**config.mk**
```make
export PLATFORM = sky130hd
export DESIGN_NAME = sbox_iter
export DESIGN_NICKNAME = d
export VERILOG_FILES = /design/src/rtl/sbox_iter.sv
export SDC_FILE = /design/constraint.sdc
export NUM_CORES = 2
export LEC_CHECK = 0
export ABC_AREA = 1
export CORE_MARGIN = 2
export CORE_UTILIZATION = 41
export CTS_BUF_LIST = sky130_fd_sc_hd__clkbuf_4
export CTS_CLUSTER_SIZE = 16
export DETAILED_ROUTE_END_ITERATION = 7
export PLACE_DENSITY = 0.62
export SYNTH_ARGS = -nofsm -noshare
export SYNTH_HDL_FRONTEND = slang
export SYNTH_SLANG_ARGS = --single-unit
```
**constraint.sdc**
```tcl
create_clock -name clk -period 5.1 [get_ports clk]
set_clock_uncertainty 0.05 [all_clocks]
set_input_delay 1.02 -clock clk [delete_from_list [all_inputs] [get_ports clk]]
set_output_delay 1.02 -clock clk [all_outputs]
set_load 0.05 [all_outputs]
```
**src/rtl/sbox_iter.sv**
```systemverilog
// sbox_iter: iterative AES SubBytes / InvSubBytes engine.
// LANES byte-substitution units are time-shared over the 128-bit state, so one
// state takes 16/LANES cycles. The result is latched into a dedicated output
// register so that out_data keeps the previous result while the next state is
// being processed.
module sbox_iter #(
  parameter int LANES = 4
) (
  input  logic         clk,
  input  logic         rst,
  input  logic         in_valid,
  output logic         in_ready,
  input  logic [127:0] in_data,
  input  logic         inv,
  output logic         out_valid,
  input  logic         out_ready,
  output logic [127:0] out_data,
  output logic         busy
);

  generate
    if (LANES != 1 && LANES != 2 && LANES != 4 && LANES != 8 && LANES != 16) begin : g_bad_lanes
      $error("sbox_iter: LANES must be 1, 2, 4, 8 or 16");
    end
  endgenerate

  localparam int NSTEP = 16 / LANES;
  localparam int CW    = (NSTEP > 1) ? $clog2(NSTEP) : 1;
  localparam logic [CW-1:0] LAST_STEP = CW'(NSTEP - 1);

  localparam logic [1:0] S_IDLE = 2'd0;
  localparam logic [1:0] S_RUN  = 2'd1;
  localparam logic [1:0] S_DONE = 2'd2;

  // Forward S-box; entry n is FWD[n].
  localparam logic [0:255][7:0] FWD = {
    128'h637c777bf26b6fc53001672bfed7ab76,
    128'hca82c97dfa5947f0add4a2af9ca472c0,
    128'hb7fd9326363ff7cc34a5e5f171d83115,
    128'h04c723c31896059a071280e2eb27b275,
    128'h09832c1a1b6e5aa0523bd6b329e32f84,
    128'h53d100ed20fcb15b6acbbe394a4c58cf,
    128'hd0efaafb434d338545f9027f503c9fa8,
    128'h51a3408f929d38f5bcb6da2110fff3d2,
    128'hcd0c13ec5f974417c4a77e3d645d1973,
    128'h60814fdc222a908846eeb814de5e0bdb,
    128'he0323a0a4906245cc2d3ac629195e479,
    128'he7c8376d8dd54ea96c56f4ea657aae08,
    128'hba78252e1ca6b4c6e8dd741f4bbd8b8a,
    128'h703eb5664803f60e613557b986c11d9e,
    128'he1f8981169d98e949b1e87e9ce5528df,
    128'h8ca1890dbfe6426841992d0fb054bb16
  };

  // Inverse S-box; entry n is INV[n].
  localparam logic [0:255][7:0] INV = {
    128'h52096ad53036a538bf40a39e81f3d7fb,
    128'h7ce339829b2fff87348e4344c4dee9cb,
    128'h547b9432a6c2233dee4c950b42fac34e,
    128'h082ea16628d924b2765ba2496d8bd125,
    128'h72f8f66486689816d4a45ccc5d65b692,
    128'h6c704850fdedb9da5e154657a78d9d84,
    128'h90d8ab008cbcd30af7e45805b8b34506,
    128'hd02c1e8fca3f0f02c1afbd0301138a6b,
    128'h3a9111414f67dcea97f2cfcef0b4e673,
    128'h96ac7422e7ad3585e2f937e81c75df6e,
    128'h47f11a711d29c5896fb7620eaa18be1b,
    128'hfc563e4bc6d279209adbc0fe78cd5af4,
    128'h1fdda8338807c731b11210592780ec5f,
    128'h60517fa919b54a0d2de57a9f93c99cef,
    128'ha0e03b4dae2af5b0c8ebbb3c83539961,
    128'h172b047eba77d626e169146355210c7d
  };

  logic [1:0]        state;
  logic [CW-1:0]     cnt;
  logic              mode;
  logic [15:0][7:0]  work;
  logic [15:0][7:0]  next_work;
  logic [127:0]      out_q;
  logic [3:0]        base;
  logic [7:0]        lane_byte;

  // Byte k of the state (k=0 is bits 127:120) lives in packed slot 15-k.
  assign base = 4'(int'(cnt) * LANES);

  // Substitute the LANES bytes selected by the step counter, leave the rest.
  always_comb begin
    next_work = work;
    lane_byte = '0;
    for (int l = 0; l < LANES; l++) begin
      lane_byte = work[4'd15 - (base + 4'(l))];
      next_work[4'd15 - (base + 4'(l))] = mode ? INV[lane_byte] : FWD[lane_byte];
    end
  end

  // Control FSM plus work/mode/result registers; reset wins over any handshake.
  always_ff @(posedge clk) begin
    if (rst) begin
      state <= S_IDLE;
      cnt   <= '0;
      mode  <= 1'b0;
      work  <= '0;
      out_q <= '0;
    end else begin
      case (state)
        S_IDLE: begin
          if (in_valid) begin
            work  <= in_data;
            mode  <= inv;
            cnt   <= '0;
            state <= S_RUN;
          end
        end
        S_RUN: begin
          work <= next_work;
          if (cnt == LAST_STEP) begin
            out_q <= next_work;
            state <= S_DONE;
          end else begin
            cnt <= cnt + 1'b1;
          end
        end
        S_DONE: begin
          if (out_ready) begin
            state <= S_IDLE;
          end
        end
        default: state <= S_IDLE;
      endcase
    end
  end

  assign in_ready  = (state == S_IDLE);
  assign out_valid = (state == S_DONE);
  assign busy      = (state != S_IDLE);
  assign out_data  = out_q;

endmodule

```
==> impl_metrics.json <==
{
  "run_status": "finished with violations",
  "violations": "DRC",
  "cp.depth": 16,
  "vias": 52100,
  "max_slew.worst_pin.slew_ns": 1.14,
  "ys_ff_latch": 261,
  "setup_slack_ns": 0.188,
  "cts_setup_buffers": 0,
  "critPathMaxFanout": 47,
  "grt_antenna_before_repair": 19,
  "reg2reg_to": "work[70]",
  "fin_util": 0.464,
  "drc": 111,
  "period_needed_ns": 4.91,
  "arrival_ns": 5.56,
  "cp-startpoint": "cnt[1]",
  "grt_pass1_wl_um": 331000,
  "insertion_delay_ns": 0.91,
  "required_ns": 5.74,
  "rsz0062_at_grt": "no",
  "crit_slowest_cell": "nand2_2",
  "cts_resized": 0,
  "yosysWarnings": 0,
  "crit_type": "flip-flop to flip-flop",
  "ys_seq_area_frac": 0.149,
  "gp_congestion": 1.17,
  "cts_root_buffer": "clkbuf_4",
  "die_area_sq_mm": 0.0877,
  "io_buffers": 263,
  "cts.sinks": 261,
  "grt_pass1_vias": 47600,
  "synthTopCellsByArea": "nand3_1 (34%), nand2_1 (17%), dfxtp_1 (15%)",
  "dpl.hpwl_um": 167000,
  "max_slew_margin": 0.239,
  "yosysMostFrequentCell": "nand3_1",
  "cp_top_family": "simple AND/OR/NAND/NOR gates",
  "setup_viol": 0,
  "h-tree-depth": 3,
  "ys.flop_type": "dfxtp_1",
  "synth_cells": 6413,
  "area_growth_pct": 12.5,
  "path_cells": "buf_4, nand3_2, nand2_2, nand2_1, nand3_1, nand3_1, nand3_1, nand2_1, inv_1, nand2_1, nand3_1, nand3_1, nand3_1, nand3_1, nand2_1, a21oi_1",
  "nets": 6697,
  "crit_path_start_kind": "flip-flop",
  "core_area_sq_mm": 0.0849,
  "cp_num_buf_inv": 2,
  "synth.largest_area_cell": "nand3_1",
  "timing.critical_path.mode_cell": "nand3_1",
  "synth.distinct_cells": 39,
  "hold_viol_final": 0,
  "timing.rr.start": "cnt[1]",
  "hp-class": "flip-flop to flip-flop",
  "seq_area_sq_mm": 0.00523,
  "clk_pin_slew_ns": 0.08,
  "ys_async_sr_fraction": 0,
  "layout-drive-gt1-share": 0.0892,
  "grt_overflow_total": 0,
  "drtIter0Drc": 9954,
  "worstRegToRegCells": 16,
  "n_fill_cell": 9456,
  "grt_usage": 0.511,
  "grt_max_degree": 123,
  "drv_cap": 0,
  "initial_core_util": 0.412,
  "slowest_delay_ns": 0.67,
  "viasPerCell": 6.79,
  "routedWlPerCell_um": 30.4,
  "endpoint_kind": "flip-flop",
  "drv_slew": 0,
  "syn-num-nets": 6646,
  "ys_top_cells_by_count": "nand3_1 (2406), nand2_1 (1600), nor2_1 (440)",
  "tns_ns": 0,
  "routed_wl_um": 233000,
  "post-route-period-util": 0.963,
  "p_leak_nw": 18.3,
  "rrSetupSlack_ns": 0.19,
  "synth_area_sq_mm": 0.0350,
  "fp.dieW_um": 296,
  "synth_edf_count": 0,
  "timing.fmax_ghz": 0.204,
  "multiInputGateArea_sq_mm": 0.0257,
  "hold_buffers": 0,
  "drtPass1Iterations": 8,
  "die_y_um": 296,
  "cts_tree": "done",
  "rows": 107,
  "synth_top_cell_area_share": 0.344,
  "endpoint": "work[70]",
  "max-vdd-ir-drop_mv": 0.229,
  "ios": 264,
  "cellPowerDensity_mw_per_mm2": 403,
  "cts_buffers": 71,
  "clockBufferDepth": 3,
  "syn_area_per_cell_sq_um": 5.46,
  "preCtsSetupSlack_ns": 0.611,
  "drt.antenna.violating_nets": 0
}
==> state kept, by name, summed over array words and instances, names as in the netlist <==
signal and cells:
cnt 2, out_data 128, work 128, mode 1, state 2
==> worst min-delay path by stage <==
stage,startpoint,endpoint,depth (start not counted)
final,out_data[15],out_data[15],2
after global routing,work[118],work[118],2
after CTS,out_data[15],out_data[15],2
after detailed placement,out_data[15],out_data[15],2
after global placement,out_data[2],out_data[2],2
after floorplan,work[102],work[102],2
==> layout make-up <==
type | count | area share
tap | 1144 | 0.0363
antenna | 10 | 0.000635
multi-input combinational | 5295 | 0.653
inverter | 301 | 0.0293
clock buffer | 95 | 0.0181
timing repair buffer | 534 | 0.124
clock inverter | 27 | 0.00515
sequential | 261 | 0.133
==> cells in the final DEF (no fill, tap or decap), types with 15 or more instances in the layout <==
| master | instances |
|---|---|
| a21oi_1 | 269 |
| buf_12 | 19 |
| buf_4 | 253 |
| clkbuf_4 | 95 |
| clkdlybuf4s50_1 | 262 |
| clkinv_1 | 15 |
| dfxtp_1 | 258 |
| ha_1 | 97 |
| inv_1 | 280 |
| nand2_1 | 1590 |
| nand2_2 | 69 |
| nand2_4 | 22 |
| nand3_1 | 2406 |
| nand3_2 | 34 |
| nand4_1 | 21 |
| nor2_1 | 438 |
| o211ai_1 | 112 |
| o21ai_0 | 115 |
| o22ai_1 | 19 |
| or2_2 | 36 |
==> through the flow <==
step                      hold WS [ns]  instance area, sq um  total power, mW  instances
after floorplan                  0.403                 35000             8.97       6413
after global placement           0.407                 38400             13.1       7535
after detailed placement         0.411                 38400             12.9       7535
after CTS                        0.426                 39400             15.0       7657
after global routing             0.449                 39400             16.3       7663
final                            0.426                 39400             15.9       7667
==> routing by layer <==
metal	GRT usage	part of all wire	up-vias
met5	0.00499	0.00081	-
met4	0.358	0.089	18
met3	0.219	0.16	1304
met2	0.723	0.40	4896
met1	0.616	0.35	23900
li1	-	-	21900
==> worst register-to-register path, delay by kind of cell (launching register included) <==
family,cells,cell delay [ns]
AOI/OAI and AO/OA,1,0.06
DFF,1,0.36
and+or+nand+nor,13,3.61
buffers and inverters,2,0.64
==> where the power goes <==
part	internal (mW)	total, mW	switching [mW]
logic	3.02	11.5	8.50
clock network	1.03	2.07	1.04
registers	2.16	2.28	0.127
==> kinds of logic (layout without fill, tap and decap cells) <==
group	after synthesis	count (layout)	share of synthesized area
DFF	261	261	0.149
buffers and inverters	857	957	0.119
and+or+nand+nor	4639	4639	0.603
other	0	10	0
adders and majority gates	100	100	0.0357
AOI/OAI and AO/OA	556	556	0.0929
Power figures use the tool's default switching activity.
